===== src/rtl/shift_reg_iter.sv =====
// shift_reg_iter: iterative 1-bit-per-clock shifter with start/busy/done handshake.
// Define SHIFT_ROTATE_EN to enable the ROR/ROL datapath; otherwise those ops act as NOP.
module shift_reg_iter #(
    parameter int WIDTH = 32,
    parameter int CNT_W = 5
) (
    input  logic             clk,
    input  logic             reset,
    input  logic             start,
    input  logic [2:0]       op,
    input  logic [CNT_W-1:0] n,
    input  logic [WIDTH-1:0] data_in,
    output logic [WIDTH-1:0] data_out,
    output logic             busy,
    output logic             done
);
    localparam logic [2:0] OP_LOAD = 3'b001;
    localparam logic [2:0] OP_SLL  = 3'b010;
    localparam logic [2:0] OP_SRL  = 3'b011;
    localparam logic [2:0] OP_SRA  = 3'b100;
`ifdef SHIFT_ROTATE_EN
    localparam logic [2:0] OP_ROR  = 3'b101;
    localparam logic [2:0] OP_ROL  = 3'b110;
`endif

    typedef enum logic [1:0] {IDLE, SHIFT, DONE} state_t;

    state_t           state, state_nx;
    logic [CNT_W-1:0] cnt, cnt_nx;
    logic [2:0]       op_q, op_nx;
    logic [WIDTH-1:0] data_nx, step;
    logic             rot_op, shift_op;

`ifdef SHIFT_ROTATE_EN
    assign rot_op = (op == OP_ROR) || (op == OP_ROL);
`else
    assign rot_op = 1'b0;
`endif
    assign shift_op = (op == OP_SLL) || (op == OP_SRL) || (op == OP_SRA) || rot_op;

    // One-bit step of the latched operation
    always_comb begin
        step = data_out;
        case (op_q)
            OP_SLL:  step = {data_out[WIDTH-2:0], 1'b0};
            OP_SRL:  step = {1'b0, data_out[WIDTH-1:1]};
            OP_SRA:  step = {data_out[WIDTH-1], data_out[WIDTH-1:1]};
`ifdef SHIFT_ROTATE_EN
            OP_ROR:  step = {data_out[0], data_out[WIDTH-1:1]};
            OP_ROL:  step = {data_out[WIDTH-2:0], data_out[WIDTH-1]};
`endif
            default: step = data_out;
        endcase
    end

    always_comb begin
        state_nx = state;
        cnt_nx   = cnt;
        op_nx    = op_q;
        data_nx  = data_out;
        case (state)
            IDLE: if (start) begin
                state_nx = DONE;
                if (op == OP_LOAD) data_nx = data_in;
                else if (shift_op && n != '0) begin
                    state_nx = SHIFT;
                    op_nx    = op;
                    cnt_nx   = n;
                end
            end
            SHIFT: begin
                data_nx  = step;
                cnt_nx   = cnt - 1'b1;
                state_nx = (cnt == CNT_W'(1)) ? DONE : SHIFT;
            end
            default: state_nx = IDLE;
        endcase
    end

    always_ff @(posedge clk or posedge reset) begin
        if (reset) begin
            state    <= IDLE;
            cnt      <= '0;
            op_q     <= '0;
            data_out <= '0;
            busy     <= 1'b0;
            done     <= 1'b0;
        end else begin
            state    <= state_nx;
            cnt      <= cnt_nx;
            op_q     <= op_nx;
            data_out <= data_nx;
            busy     <= (state_nx == SHIFT);
            done     <= (state_nx == DONE);
        end
    end
endmodule


===== config.mk =====
export PLATFORM = sky130hd
export DESIGN_NAME = shift_reg_iter
export DESIGN_NICKNAME = d
export VERILOG_FILES = /design/src/rtl/shift_reg_iter.sv
export SDC_FILE = /design/constraint.sdc
export NUM_CORES = 1
export LEC_CHECK = 0
export CAP_MARGIN = 10
export CORE_MARGIN = 8
export CORE_UTILIZATION = 40
export CTS_CLUSTER_SIZE = 20
export DETAILED_ROUTE_END_ITERATION = 7
export GPL_ROUTABILITY_DRIVEN = 0
export PLACE_DENSITY = 0.72
export SYNTH_ARGS = -nofsm -noshare
export SYNTH_HDL_FRONTEND = slang
export SYNTH_SLANG_ARGS = --single-unit

===== constraint.sdc =====
create_clock -name clk -period 2.05 [get_ports clk]
set_input_delay 0.205 -clock clk [delete_from_list [all_inputs] [get_ports clk]]
set_output_delay 0.205 -clock clk [all_outputs]
set_load 0.005 [all_outputs]

**Yosys cells after proc, flatten, opt, wreduce, memory -nomap -nowiden**

Index checks and enable logic that the tools add are counted.

- Muxes and demuxes: 13
- Reduce and logical (&&, ||, !) cells: 10
- Add/sub/neg operators: 1
- Bitwise operators: 1
- Eq/ne operators: 18

Operators with widths:

| cell | count |
|---|---|
| $pmux W32 S3 | 1 |
| $mux W32 | 2 |
| $pmux W32 S2 | 1 |
| $mux W5 | 3 |
| $eq A3 B2 Y1 const B | 4 |
| $reduce_and A4 Y1 | 3 |
| $ne A2 B2 Y1 const B | 5 |
| $pmux W5 S2 | 1 |
| $mux W2 | 4 |
| $eq A3 B3 Y1 const B | 2 |
| $eq A5 B1 Y1 const B | 1 |
| $reduce_and A5 Y1 | 1 |
| $reduce_bool A5 Y1 | 1 |
| $sub A5 B1 Y5 const B | 1 |
| $eq A2 B1 Y1 const B | 2 |
| $ne A4 B1 Y1 const B | 1 |
| $pmux W2 S2 | 1 |
| $eq A3 B1 Y1 const B | 1 |
| $ne A3 B1 Y1 const B | 1 |
| $eq A2 B2 Y1 const B | 1 |
| $logic_not A2 Y1 | 1 |
| $logic_or A1 B1 Y1 | 2 |
| $reduce_bool A2 Y1 | 1 |
| $logic_and A1 B1 Y1 | 1 |
| $not A1 Y1 | 1 |

- Input bits: 43
- Register bits: 44
- Logic and storage cells: 50
- Output and inout bits: 34

**Depth between registers and ports, before layout**

Gate-level depths: netlist of the first run.

- Depth after elaboration: 9
- Mapped depth: 7
- Gate-level depth less buffers: 5

**Worst setup path before layout of the first run**

OpenSTA, ideal clock, no wires.

- Path kind: register -> register
- Start: register op_q[1]
- End: register data_out[12]
- Library setup time: 0.095 ns
- Cell stages (with the launch flop): 7
- Period minus slack after synthesis: 1.710 ns
- Required time: 1.955 ns
- Data arrival time: 1.615 ns
- Buffers on the path: 2
- Path slack: 0.340 ns
- Cell sequence: dfrtp_1 > nor3b_1 > a21o_1 > buf_2 > buf_2 > mux2_2 > o31ai_1

- Longest elaborated chain between the ends: 3
- Elaborated cells between the ends (all ways): 7
- Classes of those cells: 4 x eq/ne; 2 x mux; 1 x reduce/logical

Ends and longest elaborated chain:

| element | RTL line | RTL |
|---|---|---|
| start: declaration | 30 | `logic [2:0] op_q, op_nx;` |
| start signal: assignment | 91 | `op_q <= op_nx;` |
| $eq A3 B3 Y1 / $eq A3 B2 Y1 (equally long branches) | 44 | `case (op_q)` |
| $pmux W32 S3 / $ne A4 B1 Y1 (equally long branches) | -- |  |
| $pmux W32 S2 / $reduce_and A4 Y1 (equally long branches) | -- |  |
| end signal: assignment | 92 | `data_out <= data_nx;` |
| end: declaration | 13 | `output logic [WIDTH-1:0] data_out,` |

Parallel ways exist; a longest one is shown, timed or not.
A chain may end at the register's enable or synchronous reset.

**Worst setup path in the final report of the first run**

- Start: register op_q[1]
- End: register data_out[24]

The elaborated chain is that of the path after synthesis.

==> results of run 1 <==
==> report_power, final <==
part | switching [W] | internal, W
Sequential | 0.000354 | 0.00130
Combinational | 0.00153 | 0.00166
Clock | 0.000294 | 0.000232
==> state kept, by name, indices dropped and copies added, names as in the netlist <==
name and count:
busy 1, cnt 5, data_out 32, done 1, op_q 3, state 2
==> synthesized netlist by cell type <==
cell type	n	area (um2)
a22o_1	1	8.76
buf_2	12	60.1
nand3_1	3	15.0
ha_1	2	25.0
a22oi_1	1	7.51
or2_0	1	6.26
and4bb_2	1	12.5
a221oi_1	1	8.76
and2b_1	1	7.51
buf_6	1	11.3
a32o_1	2	20.0
nor3b_2	1	12.5
inv_1	5	18.8
dfrtp_1	44	1100
o21ai_0	37	185
o31ai_1	32	240
clkbuf_1	11	41.3
a2bb2oi_1	1	8.76
nor2b_1	1	6.26
a21oi_1	5	25.0
or4_1	2	15.0
a31oi_1	1	6.26
nand2b_1	18	113
and2b_2	1	8.76
o211ai_1	2	15.0
nor3_1	4	20.0
o21ai_2	1	8.76
nor2_1	53	199
mux2_4	2	30.0
and2_1	2	12.5
mux2_2	15	169
o21bai_1	1	7.51
nor3b_1	2	15.0
mux2i_1	17	170
a21o_1	1	7.51
nand2_1	5	18.8
==> worst max-delay path, delay by kind of cell, from the launching register on <==
family	cells	cell delay [ns]
buf+inv	1	0.23
compound gates	2	0.40
simple gates	1	0.36
flops	1	0.40
mux	1	0.37
==> per-stage QoR <==
step	power (W)	hold slack [ns]	util, %	setup TNS, ns
after detailed placement	0.00487	0.525	55.8	-0.318
after CTS	0.00542	0.381	57.0	0
after floorplan	0.00350	0.295	-	0
after global placement	0.00479	0.510	55.8	-0.0287
final	0.00537	0.352	57.0	0
after global routing	0.00581	0.406	57.0	0
==> metal layers <==
layer / wire, um / vias to the layer above / part of all wire (%) / track usage, %
met3: 459 / 14 / 6.0 / 3.70
met1: 3330 / 1192 / 43 / 20.2
met2: 3720 / 81 / 48 / 26.5
met5: 0 / - / 0 / 0
li1: - / 1191 / - / -
met4: 167 / 0 / 2.2 / 6.15
==> cell usage in the layout (no fill, tap or decap), types with 3 or more instances in the layout <==
master / n
inv_1: 4
o21ai_0: 37
buf_4: 15
nor2_1: 53
a21oi_1: 5
dfrtp_1: 44
clkbuf_8: 5
mux2_2: 15
mux2i_1: 17
nand2_1: 5
nand3_1: 3
nand2b_1: 18
o31ai_1: 32
clkdlybuf4s50_1: 76
nor3_1: 3
==> cell type report <==
class	count	area (um2)
clock buffers	6	72.6
well taps	77	96.3
fillers	593	2730
repair buffers	93	913
inverters	5	18.8
clock inverters	1	5.00
flip-flops and latches	44	1100
multi-input cells	217	1420
==> worst paths after layout <==
check                      slack [ns]                  endpoint                startpoint  depth (start not counted)
hold / removal                   0.35  data_out[16]$_DFFE_PP0P_                     reset                          3
max in group asynchronous        1.30   data_out[1]$_DFFE_PP0P_                     reset                          3
setup reg to reg                 0.18  data_out[24]$_DFFE_PP0P_       op_q[1]$_DFFE_PP0P_                          5
setup / recovery                 0.18  data_out[24]$_DFFE_PP0P_       op_q[1]$_DFFE_PP0P_                          5
hold reg to reg                  0.54  data_out[22]$_DFFE_PP0P_  data_out[22]$_DFFE_PP0P_                          2
min in group clk                 0.51  data_out[17]$_DFFE_PP0P_               data_in[17]                          3
==> cell families (layout without fill, tap and decap cells) <==
family                     after synthesis  in the layout  synth area share, %
and+or+nand+nor                         95             95                 17.5
AOI/OAI and AO/OA                       86             86                 20.8
DFF                                     44             44                 41.7
muxes                                   34             34                 14.0
buffers and inverters                   29            105                 4.98
adders and majority gates                2              2                0.949
==> impl_metrics.py, run 1 <==
metrics = {
    "status": {
        "status": "complete, no violations",
    },
    "clocking": {
        "cts_sinks": 44,
        "holdBufCountCts": 0,
        "clk_pin_slew_worst_paths_ns": 0.08,
        "cts_root_buffer": "clkbuf_8",
        "cts_tree": "done",
        "cts_max_level": 2,
        "post_cts_buffers": 0,
        "cts_resized": 0,
        "clk_latency_ns": 0.30,
        "clockBufferDepth": 2,
        "cts_buffers": 5,
    },
    "flow_run": {
        "cap_violations": 0,
    },
    "detailed_routing": {
        "routed_wl_mm": 7.67,
        "wl_per_cell_um": 17.3,
        "drt_iter0_markers": 147,
        "drtPass1Iterations": 5,
        "ant_nets": 0,
        "vias": 2478,
        "routed_via_density": 5.59,
        "post-route-drc-count": 0,
    },
    "worst_setup_path": {
        "worstPathMaxFanout": 32,
        "cp-end-kind": "register",
        "slowest_delay_ns": 0.40,
        "slowest_stage": "dfrtp_1",
        "critPathArrivalTime_ns": 2.07,
        "critPathLaunchType": "register",
        "crit_path_cell_trace": "nor3b_1, a21o_1, buf_12, mux2_2, o31ai_1",
        "crit_required_ns": 2.25,
        "path_class": "reg -> reg",
    },
    "die": {
        "die_w_um": 97.2,
        "start_util_pct": 41.5,
        "num_rows": 29,
        "core_mm2": 0.00635,
        "pin_count": 77,
        "die_area_mm2": 0.00945,
        "die_y_um": 97.2,
    },
    "layout": {
        "n_antenna_cell": 0,
        "design_area_mm2": 0.00362,
        "fin_nets": 411,
        "area_growth_pct": 37.3,
        "drive_gt1_share_pct": 13.1,
        "final_cells": 443,
    },
    "logic_synthesis": {
        "ys_seq_area_share_pct": 41.7,
        "yosysWarningCount": 0,
        "synth_cell_types": 36,
        "avgSynthCellArea_um2": 9.09,
        "syn_nets": 335,
        "syn-cell-area_mm2": 0.00264,
        "synth_seq_cells": 44,
        "syn_inst": 290,
    },
    "sta": {
        "hold_viol_final": 0,
        "fin_skew_ns": 0.00435,
        "relSlewSlack_pct": 62.1,
        "fmax_mhz": 535,
        "drv_slew": 0,
        "tightest_slew_ns": 0.569,
        "timing.final.crit_share_pct": 91.3,
        "fin_ws_ns": 0.179,
        "period_needed_ns": 1.87,
        "setup_viol": 0,
        "rsz0062_at_grt": "no",
    },
    "grt": {
        "grt.overflow.total": 0,
        "grt_start_max_net_pins": 45,
        "grt_usage_pct": 16.2,
        "antenna_found_initial": 0,
        "grt_first_pass_wirelength_mm": 13.0,
        "grt_pass1_vias": 2522,
    },
    "pwr": {
        "power_leakage_nw": 1.50,
        "peakVddDrop_mv": 1.12,
        "power_density_mw_per_mm2": 1480,
    },
    "worst_hold_path": {
        "min_path_type": "in -> async",
    },
    "placed_design": {
        "dp_cells": 436,
        "pre_cts_slack_ns": -0.0828,
        "dpl_cell_area_mm2": 0.00354,
        "portBuffers": 76,
        "hpwlAfterDp_mm": 5.43,
    },
}
(Power assumes the default switching activity.)
==> inputs of run 2 (changes only) <==
CORE_UTILIZATION = 48   (was 40)
PLACE_DENSITY = 0.84   (was 0.72)
==> run 2 against run 1 <==
Fmax is 0.54% lower. Via count is 0.85% higher. Non-clock buffer count is 1 lower. Global-route usage is 1.7 points higher. Register-to-register slack hardly changed. Critical path type unchanged. Critical endpoint is now data_out[3]$_DFFE_PP0P_. Largest cell class unchanged. Largest power group unchanged.
==> impl_metrics.py, run 2 (synthesis gave the netlist of run 1 again) <==
metrics = {
    "status": {
        "status": "complete, no violations",
    },
    "placed_design": {
        "hpwlAfterDp_mm": 5.30,
        "portBuffers": 76,
    },
    "die": {
        "start_util_pct": 48.8,
        "pin_count": 77,
        "num_rows": 27,
        "core_mm2": 0.00541,
        "die_area_mm2": 0.00812,
        "die_w_um": 90.1,
        "die_y_um": 90.1,
    },
    "worst_setup_path": {
        "critPathLaunchType": "register",
        "critPathArrivalTime_ns": 2.07,
        "crit_path_cell_trace": "nor3b_1, a21o_1, buf_12, mux2_2, o31ai_1",
        "worstPathMaxFanout": 32,
        "crit_required_ns": 2.24,
        "path_buf_inv": 1,
        "slowest_stage": "dfrtp_1",
        "worstRegToRegCells": 5,
        "critPathTopFamily": "compound AO/OA/AOI/OAI gates",
        "cp_num_cells": 5,
        "slowest_delay_ns": 0.40,
        "path_class": "reg -> reg",
        "cp-end-kind": "register",
    },
    "layout": {
        "fill_cells": 443,
        "drive_gt1_share_pct": 12.9,
        "layout_commonest_cell": "clkdlybuf4s50_1",
        "n_antenna_cell": 0,
        "final_cell_mix": "clkdlybuf4s50_1, nor2_1, dfrtp_1",
        "area_growth_pct": 37.3,
        "largest-register": "data_out",
        "largest_register_ffs": 32,
        "fin_nets": 410,
        "utilization_pct": 67.0,
        "top_regs": "data_out: 32 flops, cnt: 5 flops, op_q: 3 flops",
    },
    "clocking": {
        "cts_resized": 0,
        "holdBufCountCts": 0,
        "cts_sinks": 44,
        "cts_tree": "done",
        "cts_buffers": 5,
        "post_cts_buffers": 0,
        "clk_latency_ns": 0.29,
        "cts_max_level": 2,
        "clk_pin_slew_worst_paths_ns": 0.08,
        "cts_root_buffer": "clkbuf_8",
        "clockBufferDepth": 2,
    },
    "grt": {
        "antenna_found_initial": 0,
        "grt_first_pass_wirelength_mm": 12.3,
        "grt.overflow.total": 0,
        "grt_start_max_net_pins": 55,
        "grt_pass1_vias": 2585,
        "grt_usage_pct": 17.9,
    },
    "detailed_routing": {
        "wl_per_cell_um": 16.7,
        "drt_iter0_markers": 129,
        "drtPass1Iterations": 4,
        "ant_nets": 0,
        "routed_via_density": 5.72,
        "post-route-drc-count": 0,
        "routed_wl_mm": 7.29,
        "vias": 2499,
    },
    "sta": {
        "fin_skew_ns": 0.00208,
        "relSlewSlack_pct": 65.5,
        "rsz0062_at_grt": "no",
        "timing.final.crit_share_pct": 91.7,
        "period_needed_ns": 1.88,
        "setup_viol": 0,
        "hold_viol_final": 0,
        "holdWs_ns": 0.265,
        "tightest_slew_ns": 0.517,
        "drv_slew": 0,
        "fmax_mhz": 532,
    },
    "pwr": {
        "peakVddDrop_mv": 0.827,
        "total_power_w": 0.00536,
        "power_leakage_nw": 1.50,
        "power_density_mw_per_mm2": 1480,
    },
    "worst_hold_path": {
        "min_path_type": "in -> async",
    },
    "flow_run": {
        "cap_violations": 0,
    },
}
## run 2: cell count changes in the layout (fill, tap and decap cells not counted)
cell    previous run  this run
buf_4             15        13
buf_12             2         3
## run 2: metrics by stage
| step | setup slack (ns) | TNS (ns) | instances | instance area, um2 |
|---|---|---|---|---|
| final | 0.169 | 0 | 437 | 3620 |
| after global routing | 0.0792 | 0 | 437 | 3620 |
| after CTS | 0.171 | 0 | 437 | 3620 |
| after detailed placement | -0.0876 | -0.332 | 430 | 3540 |
| after global placement | -0.0255 | -0.0510 | 430 | 3540 |
| after floorplan | 0.340 | 0 | 290 | 2640 |
## run 2: per-layer routing
layer	wire, um	share of wire (%)	up-vias	track usage (%)
li1	-	-	1187	-
met1	3180	44	1222	22.1
met2	3620	50	78	29.5
met3	333	4.6	12	3.99
met4	155	2.1	0	7.07
met5	0	0	-	0
## run 2: area by class of cell
cell class / count / area [um2] / share of cell area (%)
multi-input cells: 217 / 1420 / 39.1
flip-flops and latches: 44 / 1100 / 30.4
repair buffers: 92 / 918 / 25.4
well taps: 72 / 90.1 / 2.49
clock buffers: 6 / 72.6 / 2.00
inverters: 5 / 18.8 / 0.518
clock inverters: 1 / 5.00 / 0.138
## run 2: worst paths after layout
| check | startpoint | endpoint | slack [ns] |
|---|---|---|---|
| min reg2reg | data_out[28]$_DFFE_PP0P_ | data_out[28]$_DFFE_PP0P_ | 0.54 |
| max in group asynchronous | reset | data_out[14]$_DFFE_PP0P_ | 1.23 |
| max reg2reg | op_q[1]$_DFFE_PP0P_ | data_out[3]$_DFFE_PP0P_ | 0.17 |
| min in group clk | data_in[24] | data_out[24]$_DFFE_PP0P_ | 0.51 |
| min | reset | data_out[15]$_DFFE_PP0P_ | 0.27 |
| max | op_q[1]$_DFFE_PP0P_ | data_out[3]$_DFFE_PP0P_ | 0.17 |
## run 2: power breakdown
group | internal, W | switching, W | total [W]
combinational | 0.00167 | 0.00152 | 0.00319
sequential | 0.00130 | 0.000355 | 0.00166
clock | 0.000232 | 0.000273 | 0.000505
total | 0.00320 | 0.00215 | 0.00536
## run 2: worst reg2reg max path, cell delays in order, from the launching register on
cell	delay [ns]
dfrtp_1	0.40
nor3b_1	0.35
a21o_1	0.18
buf_12	0.23
mux2_2	0.38
o31ai_1	0.25
==> inputs of run 3 (changes only) <==
CORE_UTILIZATION = 60   (was 48)
CTS_CLUSTER_SIZE = 10   (was 20)
DONT_BUFFER_PORTS = 1   (was not set)
PLACE_DENSITY = 0.79   (was 0.84)
==> run 3 against run 2 <==
Sequential power grew 5%. Die area shrank 17%. Critical endpoint is now data_out[20]$_DFFE_PP0P_. Final cell count fell by 23%.
==> impl_metrics.py, run 3 (synthesis gave the netlist of run 1 again) <==
metrics = {
    "layout": {
        "drive_gt1_share_pct": 14.7,
        "n_antenna_cell": 0,
        "fin_nets": 330,
        "largest_register_ffs": 32,
        "layout_commonest_cell": "nor2_1",
        "area_growth_pct": 6.69,
        "largest-register": "data_out",
        "final_cell_mix": "nor2_1, dfrtp_1, o21ai_0",
        "top_regs": "data_out: 32 flops, cnt: 5 flops, op_q: 3 flops",
    },
    "detailed_routing": {
        "post-route-drc-count": 0,
        "routed_wl_mm": 6.54,
        "wl_per_cell_um": 19.3,
        "routed_via_density": 6.33,
        "drtPass1Iterations": 4,
        "drt_iter0_markers": 163,
        "ant_nets": 0,
        "vias": 2140,
    },
    "sta": {
        "totalNegativeSetupSlack_ns": 0,
        "fmax_mhz": 527,
        "drv_slew": 0,
        "relSlewSlack_pct": 58.5,
        "hold_viol_final": 0,
        "rsz0062_at_grt": "no",
        "tightest_slew_ns": 0.623,
        "period_needed_ns": 1.90,
        "timing.final.crit_share_pct": 92.6,
        "fin_skew_ns": 0.0125,
        "setup_viol": 0,
    },
    "status": {
        "status": "complete, no violations",
    },
    "worst_hold_path": {
        "min_path_type": "in -> reg",
    },
    "die": {
        "die_y_um": 82.3,
        "die_area_mm2": 0.00677,
        "start_util_pct": 61.4,
        "die_w_um": 82.3,
        "num_rows": 24,
        "pin_count": 77,
        "core_mm2": 0.00429,
    },
    "worst_setup_path": {
        "crit_required_ns": 2.25,
        "slowest_delay_ns": 0.41,
        "crit_path_cell_trace": "nor3b_1, a21o_1, buf_12, mux2_2, o31ai_1",
        "critPathLaunchType": "register",
        "r2r_end": "data_out[20]$_DFFE_PP0P_",
        "cp_num_cells": 5,
        "slowest_stage": "dfrtp_1",
        "path_buf_inv": 1,
        "crit_start": "op_q[1]$_DFFE_PP0P_",
        "rrSetupSlack_ns": 0.15,
        "worstSetupEndpoint": "data_out[20]$_DFFE_PP0P_",
        "reg2reg_from": "op_q[1]$_DFFE_PP0P_",
        "critPathArrivalTime_ns": 2.10,
        "worstPathMaxFanout": 32,
        "path_class": "reg -> reg",
        "critPathTopFamily": "compound AO/OA/AOI/OAI gates",
        "worstRegToRegCells": 5,
        "cp-end-kind": "register",
    },
    "clocking": {
        "cts_resized": 0,
        "cts_tree": "done",
        "clk_latency_ns": 0.30,
        "holdBufCountCts": 2,
        "clockBufferDepth": 2,
        "cts_root_buffer": "clkbuf_8",
        "cts_sinks": 44,
        "clk_pin_slew_worst_paths_ns": 0.09,
        "cts_buffers": 5,
        "cts_max_level": 2,
        "post_cts_buffers": 0,
    },
    "placed_design": {
        "hpwlAfterDp_mm": 4.64,
        "portBuffers": 0,
    },
    "grt": {
        "antenna_found_initial": 0,
        "grt_first_pass_wirelength_mm": 10.4,
        "grt_usage_pct": 19.4,
        "grt.overflow.total": 0,
        "grt_pass1_vias": 2134,
        "grt_start_max_net_pins": 34,
    },
    "flow_run": {
        "cap_violations": 0,
    },
    "pwr": {
        "power_leakage_nw": 1.19,
        "power_density_mw_per_mm2": 1660,
        "peakVddDrop_mv": 0.807,
        "total_power_w": 0.00468,
    },
}
-- run 3: changes by cell type in the layout (fill, tap and decap cells not counted), sizes merged --
cell,previous run,this run
buf,16,10
clkbuf,6,7
clkdlybuf4s50,76,0
clkinv,1,0
clkinvlp,0,1
dlygate4sd3,0,2
-- run 3: per-stage QoR --
stage	instances	cell area (um2)	hold slack [ns]	util (%)	setup slack (ns)
2_1_floorplan	290	2640	0.295	-	0.340
3_3_place_gp	328	2700	0.167	62.9	0.321
3_5_place_dp	328	2700	0.168	62.9	0.172
4_1_cts	338	2810	0.0411	65.5	0.141
5_1_grt	338	2810	0.0355	65.5	0.0470
6_report	338	2810	0.0471	65.5	0.151
-- run 3: per-layer routing --
layer	vias to the layer above	track usage, %	share of wire, %
met5	-	0	0
met4	0	6.14	1.1
met3	6	7.25	11
met2	91	29.4	45
met1	1015	25.1	43
li1	1028	-	-
-- run 3: how the worst min path moves through the flow --
stage	slack (ns)	startpoint	to	cells past startpoint
detailed placement	0.17	reset	data_out[17]$_DFFE_PP0P_	1
global route	0.04	op[2]	op_q[2]$_DFFE_PP0P_	1
global placement	0.17	reset	data_out[31]$_DFFE_PP0P_	1
CTS	0.04	op[2]	op_q[2]$_DFFE_PP0P_	1
finish	0.05	op[2]	op_q[2]$_DFFE_PP0P_	1
floorplan	0.29	op[2]	op_q[1]$_DFFE_PP0P_	1
-- run 3: final cells by class --
cell class                      count  area, um2
Sequential cell                    44       1100
Fill cell                         348       1480
Clock inverter                      1       7.51
Timing Repair Buffer               12        120
Tap cell                           52       65.1
Multi-Input combinational cell    217       1420
Inverter                            5       18.8
Clock buffer                        7       86.3
-- run 3: power breakdown --
| group | total [W] | internal [W] | switching (W) |
|---|---|---|---|
| logic | 0.00236 | 0.00105 | 0.00131 |
| clock network | 0.000580 | 0.000274 | 0.000306 |
| registers | 0.00174 | 0.00130 | 0.000435 |
-- run 3: worst register-to-register path, stage by stage (launching register included) --
cell     delay, ns
dfrtp_1       0.41
nor3b_1       0.37
a21o_1        0.18
buf_12        0.23
mux2_2        0.38
o31ai_1       0.25
